==> config.mk <==
export PLATFORM = sky130hd
export DESIGN_NAME = food_score_tracker
export DESIGN_NICKNAME = d
export VERILOG_FILES = /design/src/rtl/food_score_tracker_pkg.sv /design/src/rtl/bcd_add_sat.sv /design/src/rtl/food_score_tracker.sv
export SDC_FILE = /design/constraint.sdc
export NUM_CORES = 1
export LEC_CHECK = 0
export CORE_ASPECT_RATIO = 1.75
export CORE_MARGIN = 2
export CORE_UTILIZATION = 57
export CTS_CLUSTER_DIAMETER = 200
export CTS_CLUSTER_SIZE = 10
export DETAILED_ROUTE_END_ITERATION = 8
export PLACE_DENSITY = 0.9
export SYNTH_ARGS = -nofsm -noshare
export SYNTH_HDL_FRONTEND = slang
export SYNTH_SLANG_ARGS = --single-unit
==> constraint.sdc <==
create_clock -name clk -period 11.6 [get_ports clk]
set_input_delay 1.16 -clock clk [delete_from_list [all_inputs] [get_ports clk]]
set_output_delay 1.16 -clock clk [all_outputs]
set_load 0.1 [all_outputs]
==> src/rtl/food_score_tracker_pkg.sv <==
// Shared constants, FSM encodings and tile type for the pellet score tracker.
package food_score_tracker_pkg;

  localparam int unsigned MAP_W          = 80;
  localparam int unsigned MAP_H          = 60;
  localparam int unsigned IDX_X_W        = 7;
  localparam int unsigned IDX_Y_W        = 6;
  localparam int unsigned SCORE_W        = 16;
  localparam int unsigned FOOD_W         = 12;
  localparam int unsigned LEVEL_W        = 4;
  localparam int unsigned FOOD_TOTAL_DEF = 300;

  localparam logic [1:0] ST_IDLE  = 2'd0;
  localparam logic [1:0] ST_PLAY  = 2'd1;
  localparam logic [1:0] ST_CLEAR = 2'd2;

  typedef struct packed {
    logic [IDX_X_W-1:0] x;
    logic [IDX_Y_W-1:0] y;
  } tile_t;

  // Off-map coordinate so the first pellet of a level always compares unequal
  localparam tile_t TILE_INVALID = '{x: 7'h7F, y: 6'h3F};

  function automatic logic [7:0] to_bcd8(input int unsigned v);
    return {4'(v / 10), 4'(v % 10)};
  endfunction

endpackage

==> src/rtl/bcd_add_sat.sv <==
// Four-digit BCD score plus two-digit BCD increment, clamped to 9999.
module bcd_add_sat (
  input  logic [15:0] a_i,
  input  logic [7:0]  b_i,
  output logic [15:0] sum_c_o
);

  logic [15:0] b_ext;
  logic [15:0] sum_raw;
  logic [4:0]  dsum;
  logic        carry;

  assign b_ext = {8'h00, b_i};

  // Ripple one decimal digit at a time; a carry out of the top digit means overflow
  always_comb begin
    carry   = 1'b0;
    sum_raw = '0;
    dsum    = '0;
    for (int i = 0; i < 4; i++) begin
      dsum = 5'(a_i[4*i +: 4]) + 5'(b_ext[4*i +: 4]) + 5'(carry);
      if (dsum > 5'd9) begin
        dsum  = dsum - 5'd10;
        carry = 1'b1;
      end else begin
        carry = 1'b0;
      end
      sum_raw[4*i +: 4] = dsum[3:0];
    end
    sum_c_o = carry ? 16'h9999 : sum_raw;
  end

endmodule

==> src/rtl/food_score_tracker.sv <==
// Counts each eaten pellet once, keeps BCD score / pellets left / level,
// and runs the IDLE / PLAY / CLEAR game FSM.
module food_score_tracker
  import food_score_tracker_pkg::*;
#(
  parameter int unsigned FOOD_TOTAL      = FOOD_TOTAL_DEF,
  parameter int unsigned POINTS_PER_FOOD = 10,
  parameter int unsigned MAX_LEVEL       = 15
) (
  input  logic               clk,
  input  logic               rst_n,
  input  logic               tick,
  input  logic [IDX_X_W-1:0] idx_x,
  input  logic [IDX_Y_W-1:0] idx_y,
  input  logic               is_food,
  input  logic               game_start,
  output logic [SCORE_W-1:0] score_bcd,
  output logic [FOOD_W-1:0]  food_left,
  output logic [LEVEL_W-1:0] level,
  output logic               eat_pulse,
  output logic               level_clear,
  output logic               playing
);

  localparam logic [7:0]         PTS_BCD  = to_bcd8(POINTS_PER_FOOD);
  localparam logic [FOOD_W-1:0]  FOOD_INIT = FOOD_W'(FOOD_TOTAL);
  localparam logic [LEVEL_W-1:0] LVL_MAX   = LEVEL_W'(MAX_LEVEL);

  logic [1:0]         state_q, state_d;
  logic [SCORE_W-1:0] score_q, score_d, score_sum;
  logic [FOOD_W-1:0]  food_q, food_d;
  logic [LEVEL_W-1:0] level_q, level_d;
  tile_t              last_q, last_d, cur_tile;
  logic               eat_q, eat_d;
  logic               clear_q, clear_d;
  logic               play_q, play_d;
  logic               eat_c;

  bcd_add_sat u_add (
    .a_i     (score_q),
    .b_i     (PTS_BCD),
    .sum_c_o (score_sum)
  );

  assign cur_tile = '{x: idx_x, y: idx_y};
  // A held is_food on the same tile is the flush-stage latency, not a new pellet
  assign eat_c = (state_q == ST_PLAY) && tick && is_food && (cur_tile != last_q);

  always_comb begin
    state_d = state_q;
    score_d = score_q;
    food_d  = food_q;
    level_d = level_q;
    last_d  = last_q;
    eat_d   = 1'b0;
    case (state_q)
      ST_IDLE: begin
        if (game_start) begin
          state_d = ST_PLAY;
          score_d = '0;
          level_d = LEVEL_W'(1);
          food_d  = FOOD_INIT;
          last_d  = TILE_INVALID;
        end
      end
      ST_PLAY: begin
        if (game_start) begin
          score_d = '0;
          level_d = LEVEL_W'(1);
          food_d  = FOOD_INIT;
          last_d  = TILE_INVALID;
        end else if (eat_c) begin
          last_d  = cur_tile;
          eat_d   = 1'b1;
          score_d = score_sum;
          food_d  = (food_q == '0) ? '0 : food_q - FOOD_W'(1);
          if (food_q == FOOD_W'(1)) state_d = ST_CLEAR;
        end
      end
      ST_CLEAR: begin
        if (game_start) begin
          state_d = ST_PLAY;
          level_d = (level_q >= LVL_MAX) ? LVL_MAX : level_q + LEVEL_W'(1);
          food_d  = FOOD_INIT;
          last_d  = TILE_INVALID;
        end
      end
      default: state_d = ST_IDLE;
    endcase
    clear_d = (state_d == ST_CLEAR);
    play_d  = (state_d == ST_PLAY);
  end

  always_ff @(posedge clk or negedge rst_n) begin
    if (!rst_n) begin
      state_q <= ST_IDLE;
      score_q <= '0;
      food_q  <= '0;
      level_q <= '0;
      last_q  <= TILE_INVALID;
      eat_q   <= 1'b0;
      clear_q <= 1'b0;
      play_q  <= 1'b0;
    end else begin
      state_q <= state_d;
      score_q <= score_d;
      food_q  <= food_d;
      level_q <= level_d;
      last_q  <= last_d;
      eat_q   <= eat_d;
      clear_q <= clear_d;
      play_q  <= play_d;
    end
  end

  assign score_bcd   = score_q;
  assign food_left   = food_q;
  assign level       = level_q;
  assign eat_pulse   = eat_q;
  assign level_clear = clear_q;
  assign playing     = play_q;

endmodule

==> results of run 1 <==
==> final timing paths <==
kind | cells after the start | end | slack (ns)
max | 19 | score_bcd[2] | 6.33
min | 2 | last_q[2] | 0.49
max reg2reg | 19 | score_bcd[2] | 6.33
min reg2reg | 2 | last_q[2] | 0.49
max in group asynchronous | 1 | food_left[9] | 9.86
min in group asynchronous | 1 | score_bcd[11] | 1.06
==> critical path, stage by stage, from the launching register on <==
cell	delay [ns]
dfrtp_1	0.44
o21ai_0	0.49
ha_1	0.29
inv_1	0.05
ha_1	0.26
nand2b_1	0.20
mux2i_1	0.18
nor2_1	0.12
ha_1	0.22
ha_1	0.37
o21ai_0	0.12
or2_0	0.22
a2bb2oi_1	0.35
ha_1	0.27
ha_1	0.26
or2_2	0.30
and2_1	0.17
o22ai_1	0.32
nand4_1	0.30
o31ai_1	0.27
==> synth_stat cells, drive strengths merged (9+ instances only) <==
library cell and count:
dfrtp 37, nor3 9, dfstp 13, nand2 36, xnor2 13, nand3 9
nor2 30, a21oi 13, ha 13, o21ai 47, inv 12, buf 10
==> cell usage in the layout (no fill, tap or decap), drive strengths merged, types with 2 or more instances in the layout <==
cell type,count
o31ai,8
o21ai,47
dfstp,13
nor2b,5
xor2,6
nor4b,2
o21a,3
nand2,36
xnor2,13
dfrtp,37
inv,13
a2bb2oi,2
nand3,9
a21oi,13
clkbuf,5
nor4,4
a2111oi,2
nand3b,2
o22ai,2
or2,4
nor3,9
nor3b,2
nor2,30
ha,13
o22a,3
and2,4
a22o,3
a31oi,4
o41ai,3
nand2b,7
and3,3
clkdlybuf4s50,51
nand4,7
==> metrics by stage <==
step	setup WS (ns)	power, uW	area, sq um
after floorplan	6.412	289.7	3040
after detailed placement	6.418	322.9	3563
after global placement	6.707	319.6	3563
final	6.328	445.7	3676
after global routing	5.738	465.2	3676
after CTS	6.368	448.5	3676
==> routing by layer <==
metal  GRT usage  part of all wire  wire length (microns)
met2      0.4497              0.56                   3811
met4     0.09790             0.027                    183
met5           0                 0                      0
met1      0.3107              0.38                   2589
met3     0.03466             0.040                    272
==> registers in the layout, indices dropped and copies added (netlist names) <==
| signal | flops |
|---|---|
| last_q | 13 |
| level | 4 |
| food_left | 12 |
| state_q | 2 |
| level_clear | 1 |
| score_bcd | 16 |
| playing | 1 |
| eat_pulse | 1 |
==> power groups by stage <==
stage / Sequential (uW) / Clock (uW) / Combinational (uW)
after floorplan: 244 / 0 / 45.8
after global placement: 203 / 0 / 116
after detailed placement: 204 / 0 / 119
after CTS: 201 / 128 / 120
after global routing: 202 / 135 / 128
final: 201 / 126 / 119
==> cell families (layout without fill, tap and decap cells) <==
family          Yosys count  after routing  share of synthesized area
simple gates            126            126                     0.2325
compound gates           96             96                     0.2004
flops                    50             50                     0.4169
buf+inv                  25             72                    0.03498
xor+xnor                 19             19                    0.05473
fa+ha+maj                13             13                    0.05350
mux                       2              2                   0.006996
==> layout make-up <==
cell class                 count  area share
sequential                    50      0.3448
clock buffer                   5     0.01872
clock inverter                 3     0.01191
timing repair buffer          52      0.1402
inverter                      12     0.01225
multi-input combinational    256      0.4534
tap                           55     0.01872
==> flow_summary_export.csv, run 1 <==
group,metric,value,unit
global_routing,grt-ovfl-total,0,
placement,portBuffers,52,
finish,fin_util,0.7054,
placement,gp_congestion,0.8660,
timing,maxSlewViolCount,0,
timing,hold_viol_final,0,
clock_tree,clk_pin_slew,0.10,ns
placement,place_hpwl,5051,microns
clock_tree,clock_latency,0.31,ns
synthesis,synth_largest_area_cell,"dfrtp_1",
power_and_ir_drop,p_switching,156.4,uW
clock_tree,cts.sinks,50,
detailed_routing,drt-initial-drc-count,182,
power_and_ir_drop,p_leak,0.001533,uW
critical_path,critPathKind,"reg -> reg",
finish,fin_cells,433,
power_and_ir_drop,p_clk_frac,0.282,
finish,nNetsFinal,408,
synthesis,ys_warn_count,0,
critical_path,worstPathMaxFanout,7,
synthesis,syn_nets,362,
critical_path,required,11.82,ns
synthesis,synth_edf_count,0,
critical_path,crit_path_start_kind,"register",
global_routing,grt_pass1_vias,2650,
worst_hold_path,hp-class,"reg -> reg",
synthesis,netlist_instances,331,
finish,multi_input_area,1667,sq um
floorplan,start_util,0.5834,
timing,clock.fmax,0.1897,GHz
floorplan,placementRows,35,
timing,fin_skew,0.008176,ns
synthesis,synth.top_cell.area_share,0.3045,
clock_tree,numCtsBuffers,5,
floorplan,dieHeight,100.6,microns
floorplan,die_w,59.21,microns
job,cap_violations,0,
finish,regArea,1267,sq um
synthesis,ys_types,58,
global_routing,grt_max_degree,51,
synthesis,yosysSeqAreaShare,0.4169,
synthesis,synthArstFlopShare,1.000,
timing,tns,0,ns
global_routing,grt_usage,0.2572,
power_and_ir_drop,powerDensity,121.3,nW/um^2
power_and_ir_drop,ir_drop,0.0001445,V
detailed_routing,routedWlPerCell,15.84,microns
timing,grt_setup_unrepaired,"no",
detailed_routing,drcViolationCount,0,
clock_tree,cts_buffer_depth,2,
placement,placed_cells,425,
critical_path,crit_start,"score_bcd[1]",
timing,slew_headroom,0.2576,
synthesis,yosys-top-cells-area,"dfrtp_1 (30%), dfstp_2 (11%), o21ai_0 (7.7%)",
power_and_ir_drop,swShare,0.3508,
synthesis,synth_area_per_cell,9.186,sq um
timing,setup_viol,0,
clock_tree,cts_setup_buffers,0,
synthesis,netlist_area,3040,sq um
timing,whs,0.4900,ns
finish,syn2layout_area_growth,20.91,%
worst_hold_path,hold_path_startpoint,"last_q[2]",
synthesis,ys.flop_type,"dfrtp_1",
run_status,status,"finished, final reports clean",
detailed_routing,avgViaCountPerCell,6.169,
detailed_routing,drt_first_pass_iters,4,
timing,worst_pin_slew,1.114,ns
timing,min_period,5.272,ns
critical_path,end_kind,"register",
power_and_ir_drop,seqPwrFrac,0.450,
power_and_ir_drop,p_comb_frac,0.268,
timing,period_share,0.4545,
clock_tree,hold_buffers,0,
power_and_ir_drop,p_int,289.4,uW
finish,diodes,0,
global_routing,antenna_found_initial,0,
floorplan,io_pins,53,
clock_tree,root_buffer,"clkbuf_8",
clock_tree,cts_tree,"done",
floorplan,core_area,5211,sq um
detailed_routing,num_vias,2671,
detailed_routing,ant_nets,0,
finish,n_fill_cell,400,
floorplan,dieArea,5957,sq um
clock_tree,cts_resized,0,
clock_tree,ctsHtreeMaxLevel,2,
critical_path,r2r-start,"score_bcd[1]",
finish,drive_gt1_frac,0.1032,
critical_path,crit_arrival,5.50,ns
synthesis,ys_ff_latch,50,
detailed_routing,wl,6857,microns
global_routing,grt_pass1_wl,12050,microns
(Power assumes the default switching activity.)
==> inputs of run 2 (changes only) <==
--- a/config.mk
+++ b/config.mk
@@ -7,11 +7,11 @@
 export LEC_CHECK = 0
 export CORE_ASPECT_RATIO = 1.75
 export CORE_MARGIN = 2
-export CORE_UTILIZATION = 57
+export CORE_UTILIZATION = 53
 export CTS_CLUSTER_DIAMETER = 200
 export CTS_CLUSTER_SIZE = 10
 export DETAILED_ROUTE_END_ITERATION = 8
-export PLACE_DENSITY = 0.9
+export PLACE_DENSITY = 0.85
 export SYNTH_ARGS = -nofsm -noshare
 export SYNTH_HDL_FRONTEND = slang
 export SYNTH_SLANG_ARGS = --single-unit
==> constraint.sdc (replaced) <==
create_clock -name clk -period 5.04 [get_ports clk]
set_input_delay 0.504 -clock clk [delete_from_list [all_inputs] [get_ports clk]]
set_output_delay 0.504 -clock clk [all_outputs]
set_load 0.1 [all_outputs]
==> flow_summary_export.csv, run 2 (synthesized netlist as in run 1, its figures left out) <==
group,metric,value,unit
run_status,status,"finished, final reports clean",
finish,n_fill_cell,465,
detailed_routing,wl,6697,microns
job,cap_violations,0,
clock_tree,cts.sinks,50,
critical_path,critPathKind,"reg -> reg",
detailed_routing,drcViolationCount,0,
finish,largest_reg_flops,16,
timing,hold_viol_final,0,
finish,layout_common_cells,"clkdlybuf4s50_1 (51), o21ai_0 (46), nand2_1 (35)",
timing,worst_pin_slew,0.9843,ns
timing,tns,0,ns
critical_path,cp_slowest_cell,"dfrtp_2",
floorplan,die_w,61.26,microns
timing,min_period,4.717,ns
worst_hold_path,hp-class,"in -> async",
placement,gp_congestion,0.8326,
detailed_routing,drt-initial-drc-count,148,
timing,setup_viol,0,
clock_tree,hold_buffers,0,
clock_tree,ctsHtreeMaxLevel,2,
finish,regArea,1271,sq um
critical_path,crit_family,"adder cells",
clock_tree,root_buffer,"clkbuf_8",
clock_tree,clk_pin_slew,0.09,ns
global_routing,grt_usage,0.2250,
global_routing,grt_pass1_wl,11260,microns
placement,post-place-ws,0.09425,ns
critical_path,crit_arrival,4.92,ns
clock_tree,clock_latency,0.30,ns
timing,setup_slack,0.3234,ns
floorplan,dieHeight,104.2,microns
clock_tree,numCtsBuffers,5,
global_routing,grt-ovfl-total,0,
timing,period_share,0.9358,
timing,clock.fmax,0.2120,GHz
detailed_routing,routedWlPerCell,14.65,microns
critical_path,path_buf_inv,2,
detailed_routing,ant_nets,0,
detailed_routing,num_vias,2633,
finish,diodes,0,
finish,multi_input_area,1719,sq um
finish,syn2layout_area_growth,23.62,%
critical_path,critPathMaxStageDelay,0.44,ns
floorplan,start_util,0.5488,
critical_path,worstPathMaxFanout,7,
critical_path,crit_path_start_kind,"register",
finish,mostFrequentLayoutCell,"clkdlybuf4s50_1",
placement,portBuffers,52,
clock_tree,cts_buffer_depth,2,
critical_path,end_kind,"register",
timing,grt_setup_unrepaired,"no",
global_routing,grt_pass1_vias,2532,
finish,nNetsFinal,411,
power_and_ir_drop,ir_drop,0.0002723,V
critical_path,path_cells,"o21ai_4, ha_1, inv_1, ha_1, nand2b_1, mux2i_1, nor2_1, ha_1, ha_2, o21ai_0, or2_0, a2bb2oi_2, ha_1, ha_2, or2_2, and2_1, o22ai_1, buf_4, nand4_1, o31ai_2",
power_and_ir_drop,powerDensity,259.9,nW/um^2
detailed_routing,drt_first_pass_iters,4,
floorplan,io_pins,53,
global_routing,grt_max_degree,51,
floorplan,core_area,5540,sq um
timing,fin_skew,0.006470,ns
floorplan,placementRows,36,
critical_path,cpMostUsedCell,"ha_1",
timing,slew_headroom,0.3417,
global_routing,antenna_found_initial,0,
clock_tree,cts_tree,"done",
floorplan,dieArea,6382,sq um
detailed_routing,avgViaCountPerCell,5.761,
power_and_ir_drop,p_leak,0.001532,uW
critical_path,required,5.25,ns
placement,place_hpwl,4892,microns
finish,drive_gt1_frac,0.1339,
timing,maxSlewViolCount,0,
[run 2: cell count changes in the layout (fill, tap and decap cells not counted), moves of 2 or more]
cell,before,now
buf_4,0,3
clkbuf_1,0,2
dfrtp_1,37,34
dfrtp_2,0,3
ha_1,13,11
ha_2,0,2
[run 2: cell type report]
class                           count  area share
Multi-Input combinational cell    256      0.4574
Sequential cell                    50      0.3382
Timing Repair Buffer               55      0.1431
Tap cell                           76     0.02530
Clock buffer                        8     0.02397
Inverter                           12     0.01198
[run 2: final timing paths]
check | startpoint | endpoint | slack [ns] | cells past startpoint
worst max-delay path | score_bcd[2] | score_bcd[1] | 0.32 | 20
worst min-delay path | rst_n | score_bcd[11] | 0.29 | 2
worst max register to register | score_bcd[2] | score_bcd[1] | 0.32 | 20
worst min register to register | last_q[11] | last_q[11] | 0.49 | 2
max in group asynchronous | rst_n | score_bcd[2] | 4.27 | 2
min in group clk | last_q[11] | last_q[11] | 0.49 | 2
[run 2: repair_timing]
action                     in CTS  in global routing
setup endpoints to repair       0                 15
setup buffers                   0                  0
gates resized for setup         0                 11
[run 2: stage by stage]
step	total power [uW]	utilization	instance area, sq um	std cells	hold WS [ns]
floorplan	666.7	-	3044	331	0.2084
global placement	736.9	0.6527	3616	449	0.4718
detailed placement	743.4	0.6527	3616	449	0.4806
CTS	983.9	0.6689	3706	457	0.3232
global route	1023	0.6784	3759	457	0.3542
finish	976.9	0.6784	3759	457	0.2911
[run 2: power by group]
| group | internal (uW) | leakage, uW | switching [uW] | total (uW) |
|---|---|---|---|---|
| clock | 112 | 0.0000455 | 127 | 239 |
| combinational | 84.6 | 0.000876 | 190 | 275 |
| sequential | 434 | 0.000610 | 29.2 | 463 |
[run 2: routing by layer]
| metal | global-route usage | up-vias | routed length, microns |
|---|---|---|---|
| met5 | 0 | - | 0 |
| met4 | 0.07298 | 0 | 111 |
| met3 | 0.03731 | 11 | 237 |
| met2 | 0.3997 | 62 | 3686 |
| met1 | 0.2593 | 1279 | 2662 |
| li1 | - | 1281 | - |
==> inputs of run 3 (changes only) <==
--- a/config.mk
+++ b/config.mk
@@ -9,7 +9,7 @@
 export CORE_MARGIN = 2
 export CORE_UTILIZATION = 53
 export CTS_CLUSTER_DIAMETER = 200
-export CTS_CLUSTER_SIZE = 10
+export CTS_CLUSTER_SIZE = 40
 export DETAILED_ROUTE_END_ITERATION = 8
 export PLACE_DENSITY = 0.85
 export SYNTH_ARGS = -nofsm -noshare
==> results of run 3 <==
The final DEF is identical to that of run 2; final timing and power are the same.
